[config.mk]
export PLATFORM = sky130hd
export DESIGN_NAME = pi_cmd_queue
export DESIGN_NICKNAME = d
export VERILOG_FILES = /design/src/rtl/pistorm_pkg.sv /design/src/rtl/sync_fifo.sv /design/src/rtl/pi_cmd_queue.sv
export SDC_FILE = /design/constraint.sdc
export NUM_CORES = 1
export LEC_CHECK = 0
export CORE_ASPECT_RATIO = 0.5
export CORE_MARGIN = 10
export CORE_UTILIZATION = 45
export CTS_CLUSTER_SIZE = 20
export DETAILED_ROUTE_END_ITERATION = 6
export PLACE_DENSITY = 0.67
export SLEW_MARGIN = 20
export SYNTH_ARGS = -nofsm -noshare
export SYNTH_HDL_FRONTEND = slang
export SYNTH_SLANG_ARGS = --single-unit
[constraint.sdc]
create_clock -name c200m -period 2.7 [get_ports c200m]
set_clock_uncertainty 0.2 [all_clocks]
set_input_delay 0.405 -clock c200m [delete_from_list [all_inputs] [get_ports c200m]]
set_output_delay 0.405 -clock c200m [all_outputs]
set_load 0.02 [all_outputs]
[src/rtl/pistorm_pkg.sv]
// ---------------------------------------------------------------------------
// pistorm_pkg
// Shared definitions for the Pi-side command path of the 68k bus bridge:
//   - REG_* : Pi register-select codes presented on pi_a
//   - cmd_entry_t : one queued bus command, strobes already resolved
//   - issue_state_e : states of the command issue FSM
//   - make_entry() : builds a queue entry from the staged Pi writes
// ---------------------------------------------------------------------------
package pistorm_pkg;

  localparam logic [1:0] REG_DATA    = 2'd0;
  localparam logic [1:0] REG_ADDR_LO = 2'd1;
  localparam logic [1:0] REG_ADDR_HI = 2'd2;
  localparam logic [1:0] REG_STATUS  = 2'd3;

  typedef struct packed {
    logic [23:0] addr;
    logic [15:0] wdata;
    logic        rw;
    logic        uds_n;
    logic        lds_n;
  } cmd_entry_t;

  localparam int CMD_ENTRY_W = $bits(cmd_entry_t);

  typedef enum logic [1:0] {
    ST_IDLE = 2'd0,
    ST_REQ  = 2'd1,
    ST_WAIT = 2'd2
  } issue_state_e;

  // Strobes are resolved when the entry is built so the issue side only has
  // to copy fields. A word access drives both strobes; a byte access picks
  // the upper lane for even addresses and the lower lane for odd ones.
  function automatic cmd_entry_t make_entry(input logic [7:0]  addr_hi,
                                            input logic        is_byte,
                                            input logic        rw,
                                            input logic [15:0] addr_lo,
                                            input logic [15:0] wdata);
    cmd_entry_t e;
    e.addr  = {addr_hi, addr_lo};
    e.wdata = wdata;
    e.rw    = rw;
    if (is_byte) begin
      e.uds_n = addr_lo[0];
      e.lds_n = ~addr_lo[0];
    end else begin
      e.uds_n = 1'b0;
      e.lds_n = 1'b0;
    end
    return e;
  endfunction

endpackage

[src/rtl/sync_fifo.sv]
// ---------------------------------------------------------------------------
// sync_fifo
// Single-clock show-ahead FIFO. The head entry is visible on rdata whenever
// empty is low, so a consumer can pop and use the data on the same edge.
// Ports:
//   clk, rst        clock and synchronous active-high reset
//   push, wdata     write request and data (ignored when full unless popping)
//   pop             remove the head entry (ignored when empty)
//   rdata           current head entry
//   full, empty     occupancy flags
//   count           number of stored entries, width log2(DEPTH)+1
// DEPTH must be a power of two so the pointers wrap by natural overflow.
// ---------------------------------------------------------------------------
module sync_fifo #(
  parameter int WIDTH = 8,
  parameter int DEPTH = 4
) (
  input  logic                     clk,
  input  logic                     rst,
  input  logic                     push,
  input  logic                     pop,
  input  logic [WIDTH-1:0]         wdata,
  output logic [WIDTH-1:0]         rdata,
  output logic                     full,
  output logic                     empty,
  output logic [$clog2(DEPTH):0]   count
);

  localparam int AW = $clog2(DEPTH);

  logic [WIDTH-1:0] mem_q [DEPTH];
  logic [AW-1:0]    wr_ptr_q;
  logic [AW-1:0]    rd_ptr_q;
  logic [AW:0]      count_q;
  logic [AW:0]      count_d;
  logic             do_push;
  logic             do_pop;

  assign empty = (count_q == '0);
  assign full  = (count_q == (AW+1)'(DEPTH));
  assign count = count_q;
  assign rdata = mem_q[rd_ptr_q];

  // A push into a full FIFO is still accepted when the head leaves on the
  // same edge, which keeps the occupancy constant.
  assign do_pop  = pop && !empty;
  assign do_push = push && (!full || do_pop);

  always_comb begin
    count_d = count_q;
    case ({do_push, do_pop})
      2'b10:   count_d = count_q + 1'b1;
      2'b01:   count_d = count_q - 1'b1;
      default: count_d = count_q;
    endcase
  end

  always_ff @(posedge clk) begin
    if (rst) begin
      wr_ptr_q <= '0;
      rd_ptr_q <= '0;
      count_q  <= '0;
    end else begin
      if (do_push) wr_ptr_q <= wr_ptr_q + 1'b1;
      if (do_pop)  rd_ptr_q <= rd_ptr_q + 1'b1;
      count_q <= count_d;
    end
  end

  always_ff @(posedge clk) begin
    if (do_push) mem_q[wr_ptr_q] <= wdata;
  end

endmodule

[src/rtl/pi_cmd_queue.sv]
// ---------------------------------------------------------------------------
// pi_cmd_queue
// Collects register writes from the Raspberry Pi into 68k bus commands,
// queues them, and hands them one at a time to the bus sequencer.
// Pi side:
//   c200m, rst        system clock, synchronous active-high reset
//   pi_a              register select (DATA / ADDR_LO / ADDR_HI / STATUS)
//   pi_wdata          write data; an ADDR_HI write pushes a command
//   pi_wr_stb         one-cycle write pulse
//   pi_rd_stb         one-cycle read pulse; pi_rdata updates one cycle later
//   pi_rdata          registered read-back
//   txn_in_progress   tells the Pi to hold off
//   q_full            command FIFO full
// Sequencer side:
//   op_req            request, held until op_ack
//   op_addr/op_wdata  address and write data, stable for the whole cycle
//   op_rw             1 = read
//   op_uds_n/op_lds_n data strobes, active low
//   op_ack            request accepted
//   op_done           bus cycle finished, op_rdata valid
// Build option: PI_CMD_QUEUE_POSTED_WR_EN makes writes posted, so the Pi is
// only held off for a full queue or for outstanding reads.
// ---------------------------------------------------------------------------
module pi_cmd_queue
  import pistorm_pkg::*;
#(
  parameter int DEPTH = 4
) (
  input  logic        c200m,
  input  logic        rst,
  input  logic [1:0]  pi_a,
  input  logic [15:0] pi_wdata,
  input  logic        pi_wr_stb,
  input  logic        pi_rd_stb,
  output logic [15:0] pi_rdata,
  output logic        txn_in_progress,
  output logic        q_full,
  output logic        op_req,
  output logic [23:0] op_addr,
  output logic [15:0] op_wdata,
  output logic        op_rw,
  output logic        op_uds_n,
  output logic        op_lds_n,
  input  logic        op_ack,
  input  logic        op_done,
  input  logic [15:0] op_rdata
);

  localparam int CW = $clog2(DEPTH) + 1;

  logic [15:0]            addr_lo_q;
  logic [15:0]            wdata_q;
  logic [15:0]            rdata_reg_q;
  logic [15:0]            pi_rdata_q;
  logic                   overflow_q;
  issue_state_e           state_q;
  logic                   op_req_q;
  logic [23:0]            op_addr_q;
  logic [15:0]            op_wdata_q;
  logic                   op_rw_q;
  logic                   op_uds_n_q;
  logic                   op_lds_n_q;

  logic                   push_req;
  logic                   fifo_pop;
  logic                   fifo_full;
  logic                   fifo_empty;
  logic [CW-1:0]          fifo_count;
  logic [CMD_ENTRY_W-1:0] fifo_wdata;
  logic [CMD_ENTRY_W-1:0] fifo_rdata;
  cmd_entry_t             push_entry;
  cmd_entry_t             head_entry;
  logic                   fsm_busy;
  logic                   push_dropped;
  logic [3:0]             count_nib;
  logic [15:0]            status_word;

  assign push_req   = pi_wr_stb && (pi_a == REG_ADDR_HI);
  assign push_entry = make_entry(pi_wdata[7:0], pi_wdata[8], pi_wdata[9],
                                 addr_lo_q, wdata_q);
  assign fifo_wdata = push_entry;
  assign head_entry = cmd_entry_t'(fifo_rdata);

  // The FSM takes the head entry on the same edge it leaves IDLE.
  assign fifo_pop     = (state_q == ST_IDLE) && !fifo_empty;
  assign fsm_busy     = (state_q != ST_IDLE);
  assign push_dropped = push_req && fifo_full && !fifo_pop;

  sync_fifo #(
    .WIDTH (CMD_ENTRY_W),
    .DEPTH (DEPTH)
  ) u_fifo (
    .clk   (c200m),
    .rst   (rst),
    .push  (push_req),
    .pop   (fifo_pop),
    .wdata (fifo_wdata),
    .rdata (fifo_rdata),
    .full  (fifo_full),
    .empty (fifo_empty),
    .count (fifo_count)
  );

  assign count_nib   = 4'(fifo_count);
  assign status_word = {overflow_q, fifo_full, fifo_empty, fsm_busy,
                        count_nib, 8'd0};

  // Staging registers: the low address half and the write data are held
  // here until the ADDR_HI write turns them into a queue entry.
  always_ff @(posedge c200m) begin
    if (rst) begin
      addr_lo_q <= '0;
      wdata_q   <= '0;
    end else if (pi_wr_stb) begin
      if (pi_a == REG_ADDR_LO) addr_lo_q <= pi_wdata;
      if (pi_a == REG_DATA)    wdata_q   <= pi_wdata;
    end
  end

  // Sticky overflow; a dropped push on the same cycle as a STATUS read
  // keeps the flag set so the event is never lost.
  always_ff @(posedge c200m) begin
    if (rst) begin
      overflow_q <= 1'b0;
    end else if (push_dropped) begin
      overflow_q <= 1'b1;
    end else if (pi_rd_stb && (pi_a == REG_STATUS)) begin
      overflow_q <= 1'b0;
    end
  end

  // Registered Pi read-back, captured on the read strobe.
  always_ff @(posedge c200m) begin
    if (rst) begin
      pi_rdata_q <= '0;
    end else if (pi_rd_stb) begin
      case (pi_a)
        REG_DATA:   pi_rdata_q <= rdata_reg_q;
        REG_STATUS: pi_rdata_q <= status_word;
        default:    pi_rdata_q <= '0;
      endcase
    end
  end

  // Issue FSM. The op_* registers are only loaded when leaving IDLE, so
  // they stay put for the whole REQ/WAIT span. Acknowledge and completion
  // on the same cycle skip WAIT entirely.
  always_ff @(posedge c200m) begin
    if (rst) begin
      state_q     <= ST_IDLE;
      op_req_q    <= 1'b0;
      op_addr_q   <= '0;
      op_wdata_q  <= '0;
      op_rw_q     <= 1'b1;
      op_uds_n_q  <= 1'b1;
      op_lds_n_q  <= 1'b1;
      rdata_reg_q <= '0;
    end else begin
      case (state_q)
        ST_IDLE: begin
          if (!fifo_empty) begin
            op_addr_q  <= head_entry.addr;
            op_wdata_q <= head_entry.wdata;
            op_rw_q    <= head_entry.rw;
            op_uds_n_q <= head_entry.uds_n;
            op_lds_n_q <= head_entry.lds_n;
            op_req_q   <= 1'b1;
            state_q    <= ST_REQ;
          end
        end
        ST_REQ: begin
          if (op_ack) begin
            op_req_q <= 1'b0;
            if (op_done) begin
              state_q <= ST_IDLE;
              if (op_rw_q) rdata_reg_q <= op_rdata;
            end else begin
              state_q <= ST_WAIT;
            end
          end
        end
        ST_WAIT: begin
          if (op_done) begin
            state_q <= ST_IDLE;
            if (op_rw_q) rdata_reg_q <= op_rdata;
          end
        end
        default: begin
          state_q  <= ST_IDLE;
          op_req_q <= 1'b0;
        end
      endcase
    end
  end

`ifdef PI_CMD_QUEUE_POSTED_WR_EN
  logic [CW-1:0] reads_queued_q;
  logic          push_accepted;

  assign push_accepted = push_req && (!fifo_full || fifo_pop);

  // Tracks how many read entries are still waiting in the FIFO, since only
  // reads need to hold the Pi off once writes are posted.
  always_ff @(posedge c200m) begin
    if (rst) begin
      reads_queued_q <= '0;
    end else begin
      case ({push_accepted && push_entry.rw, fifo_pop && head_entry.rw})
        2'b10:   reads_queued_q <= reads_queued_q + 1'b1;
        2'b01:   reads_queued_q <= reads_queued_q - 1'b1;
        default: reads_queued_q <= reads_queued_q;
      endcase
    end
  end

  assign txn_in_progress = fifo_full || (fsm_busy && op_rw_q) ||
                           (reads_queued_q != '0);
`else
  assign txn_in_progress = fsm_busy || !fifo_empty;
`endif

  assign pi_rdata = pi_rdata_q;
  assign q_full   = fifo_full;
  assign op_req   = op_req_q;
  assign op_addr  = op_addr_q;
  assign op_wdata = op_wdata_q;
  assign op_rw    = op_rw_q;
  assign op_uds_n = op_uds_n_q;
  assign op_lds_n = op_lds_n_q;

endmodule

==> tab_implementation.tex <==
\begin{tabular}{lr}
\hline
Metric & Value \\
\hline
\multicolumn{2}{l}{\textbf{Synthesis}} \\
\quad Synthesized instance count & 778 \\
\quad Number of distinct library cells after synthesis & 51 \\
\quad Top\_reg\_cell synth & sky130\_fd\_sc\_hd\_\_edfxtp\_1 \\
\quad Average cell area after synthesis & 14.33 um\^{}2 \\
\quad Count of warnings emitted by yosys & 0 \\
\quad Post-synth EDFFs & 172 \\
\quad Post-synthesis sequential element count & 290 \\
\quad Ys async rst share & 0 \\
\quad Summed instance area of the synthesized netlist & 0.01115 mm\^{}2 \\
\quad Mapped Nets & 827 \\
\quad Sequential area share after synthesis & 0.6753 \\
\multicolumn{2}{l}{\textbf{Route}} \\
\quad DR vias & 6555 \\
\quad Routed Antenna Nets & 0 \\
\quad Violation count after the first detailed-routing iteration & 535 \\
\quad DR vias/cell & 5.252 \\
\quad Residual DRC & 0 \\
\quad Mean routed wirelength per cell & 19.08 um \\
\quad Detailed-routing iteration count for the pre-antenna-repair pass & 7 \\
\quad Final wirelength & 23.82 mm \\
\multicolumn{2}{l}{\textbf{Global route}} \\
\quad Global routing usage summed across all routing layers & 0.1490 \\
\quad Number of antenna violations at the first check in global routing & 0 \\
\quad Pin count of the biggest net entering global routing & 65 \\
\quad Wire length of the first global-routing pass & 38.30 mm \\
\quad Total grt overflow & 0 \\
\quad Number of global-route vias before repair & 6705 \\
\multicolumn{2}{l}{\textbf{Clock network}} \\
\quad Number of hold buffers added after CTS & 0 \\
\quad Post-CTS clock slew at the launch and capture registers of the worst setup and hold paths & 0.07 ns \\
\quad Maximum clock path buffer count & 3 \\
\quad TritonCTS sink count & 290 \\
\quad Clock Root Buffer & sky130\_fd\_sc\_hd\_\_clkbuf\_16 \\
\quad H-tree depth & 1 \\
\quad CTS tree & done \\
\quad Clock Latency Late Sink & 0.53 ns \\
\quad Total clock buffers created by CTS & 25 \\
\multicolumn{2}{l}{\textbf{Worst setup path}} \\
\quad Critical Path RT & 2.10 ns \\
\quad Kind of capture point of the worst setup path & output port \\
\quad Crit Path Category & flip-flop to output port \\
\quad Worst-path fanout max & 12 \\
\quad Setup crit start kind & flip-flop \\
\quad Data arrival time of the worst path & 2.00 ns \\
\multicolumn{2}{l}{\textbf{Floorplan}} \\
\quad Area inside the core boundary & 0.02417 mm\^{}2 \\
\quad Boundary Pins & 102 \\
\quad Initial Util & 0.4611 \\
\quad Die Span X & 242.6 um \\
\quad Die extent in y & 131.3 um \\
\quad Total die area & 0.03185 mm\^{}2 \\
\quad Number of cell rows & 40 \\
\multicolumn{2}{l}{\textbf{Placed design}} \\
\quad Total placed instance area & 0.01268 mm\^{}2 \\
\quad Placed cells & 1201 \\
\quad Gpl congestion & 0.7470 \\
\quad DPL Wire Length & 15.24 mm \\
\quad Post-place setup slack & 0.003235 ns \\
\quad I/O Buffers & 101 \\
\multicolumn{2}{l}{\textbf{Power}} \\
\quad Part of the total power dissipated in combinational logic & 0.286 \\
\quad Net switching component of the power & 3.984 mW \\
\quad Portion of total power attributed to sequential cells & 0.424 \\
\quad Post-layout total power & 12.87 mW \\
\quad Worst-case vdd ir drop & 0.5606 mV \\
\quad Switching part of the total power & 0.3096 \\
\quad P per Cell Area & 950.5 mW/mm\^{}2 \\
\quad Static Leakage & 4.492 nW \\
\quad Clock Power Share & 0.290 \\
\quad Internal Dissipation & 8.885 mW \\
\multicolumn{2}{l}{\textbf{STA}} \\
\quad Post-route setup TNS & 0 ns \\
\quad Final critical delay including setup and external delays & 2.602 ns \\
\quad Count of pins over their slew limit & 0 \\
\quad Endpoints failing setup & 0 \\
\quad Setup ws final & 0.09809 ns \\
\quad Slew @ Worst Pin & 0.5453 ns \\
\quad Setup repair after global routing missed its margin & no \\
\quad Share of the clock period used by the worst path after layout & 0.9637 \\
\quad Number of hold violations in the final report & 0 \\
\quad Maximum clock frequency & 384.3 MHz \\
\quad WHS & 0.09073 ns \\
\quad Worst slew margin relative to its limit & 0.6365 \\
\multicolumn{2}{l}{\textbf{Finish}} \\
\quad Synth-to-layout area growth & 21.47\% \\
\quad FILL cells & 1961 \\
\quad Count of placed standard cells in the final layout, fillers left out & 1248 \\
\quad Final instance area & 0.01354 mm\^{}2 \\
\quad Fraction of final layout cells sized beyond drive strength 1 & 0.2270 \\
\quad Most frequent standard cell in the layout excluding fill and tap cells & sky130\_fd\_sc\_hd\_\_edfxtp\_1 \\
\quad Final Core Density & 0.5601 \\
\quad Number of nets in the finished design & 942 \\
\quad Leading cell types in the layout, fill and taps excluded & sky130\_fd\_sc\_hd\_\_edfxtp\_1 (172), sky130\_fd\_sc\_hd\_\_nand2\_1 (120), sky130\_fd\_sc\_hd\_\_dfxtp\_1 (115) \\
\quad Diodes inserted & 0 \\
\multicolumn{2}{l}{\textbf{Hold path}} \\
\quad Class of the tightest hold or removal check & input pin to flip-flop \\
\multicolumn{2}{l}{\textbf{Status}} \\
\quad Outcome & completed \\
\multicolumn{2}{l}{\textbf{Run}} \\
\quad Max\_cap viols & 0 \\
\hline
\end{tabular}
[worst max-delay path, cell delays in order (launching register included)]
cell and delay, ns:
sky130_fd_sc_hd__dfxtp_1 0.66, sky130_fd_sc_hd__nor3_4 0.10, sky130_fd_sc_hd__nand2_1 0.09, sky130_fd_sc_hd__clkdlybuf4s50_1 0.61
[synthesized netlist by cell type, types with 4 or more instances]
library cell                 n  area share
sky130_fd_sc_hd__nand2_1   120       0.040
sky130_fd_sc_hd__mux4_2     43       0.087
sky130_fd_sc_hd__mux2i_1    17       0.015
sky130_fd_sc_hd__a21oi_1    56       0.025
sky130_fd_sc_hd__inv_1       6      0.0020
sky130_fd_sc_hd__buf_4       5      0.0034
sky130_fd_sc_hd__nand2_2    38       0.021
sky130_fd_sc_hd__buf_12      4      0.0072
sky130_fd_sc_hd__nor2b_1    16      0.0090
sky130_fd_sc_hd__nor2_1     41       0.014
sky130_fd_sc_hd__buf_2      11      0.0049
sky130_fd_sc_hd__a32oi_1     4      0.0031
sky130_fd_sc_hd__clkbuf_1   21      0.0071
sky130_fd_sc_hd__a21oi_2    38       0.030
sky130_fd_sc_hd__dfxtp_1   118        0.21
sky130_fd_sc_hd__ha_1        8      0.0090
sky130_fd_sc_hd__a22o_1      4      0.0031
sky130_fd_sc_hd__edfxtp_1  172        0.46
sky130_fd_sc_hd__and2_1      9      0.0051
sky130_fd_sc_hd__nand3_1     4      0.0018
[flip-flops by register name, indices dropped and copies added, names as in the netlist]
| signal | cells |
|---|---|
| u_fifo.mem_q | 172 |
| op_addr | 24 |
| addr_lo_q | 16 |
| op_wdata | 16 |
| pi_rdata | 16 |
| rdata_reg_q | 16 |
| wdata_q | 16 |
| u_fifo.count | 3 |
| state_q | 2 |
| u_fifo.rd_ptr_q | 2 |
| u_fifo.wr_ptr_q | 2 |
| op_lds_n | 1 |
| op_req | 1 |
| op_rw | 1 |
| op_uds_n | 1 |
| overflow_q | 1 |
[power groups by stage]
| stage | logic, mW | registers [mW] | clock network [mW] |
|---|---|---|---|
| after floorplan | 2.40 | 5.75 | 0 |
| after global routing | 4.00 | 5.51 | 3.98 |
| final | 3.69 | 5.45 | 3.73 |
| after detailed placement | 3.71 | 5.55 | 0 |
| after CTS | 3.76 | 5.46 | 3.81 |
| after global placement | 3.67 | 5.52 | 0 |
[final timing paths]
path	startpoint	cells past startpoint	endpoint	slack (ns)
min reg2reg	op_wdata[2]$_SDFFE_PP0N_	2	op_wdata[2]$_SDFFE_PP0N_	0.26
max	u_fifo.count[1]$_SDFFE_PP0P_	3	txn_in_progress	0.1
max reg2reg	u_fifo.count[1]$_SDFFE_PP0P_	8	u_fifo.count[2]$_SDFFE_PP0P_	0.20
min	rst	2	rdata_reg_q[4]$_SDFFE_PP0P_	0.09
[kinds of logic after synthesis]
group / Yosys count / synth area share
buffers and inverters: 52 / 0.02863
AOI/OAI and AO/OA: 116 / 0.07106
and+or+nand+nor: 247 / 0.1089
muxes: 60 / 0.1022
DFF: 290 / 0.6753
adders and majority gates: 9 / 0.01078
xor gates and xnor gates: 4 / 0.003144
[routing by layer]
layer | GRT usage | share of wire | vias up
met4 | 0.02709 | 0.013 | 0
li1 | - | - | 3028
met1 | 0.2040 | 0.45 | 3337
met5 | 0 | 0 | -
met3 | 0.02953 | 0.053 | 28
met2 | 0.2432 | 0.48 | 162
[cell type report]
cell class              count  area, um^2  share of cell area
flip-flops and latches    290        7531              0.5562
multi-input cells         436        3304              0.2441
well taps                 336       420.4             0.03105
inverters                   6       22.52            0.001663
clock buffers              33       685.7             0.05064
clock inverters            13       168.9             0.01248
repair buffers            134        1406              0.1039
[timing repair]
| action | 4_1_cts | 5_1_grt |
|---|---|---|
| buffers inserted | 1 | 0 |
| gates resized for setup | 0 | 1 |
| setup endpoints to repair | 1 | 1 |
| pin swaps | 1 | 0 |
Power figures use the tool's default switching activity.
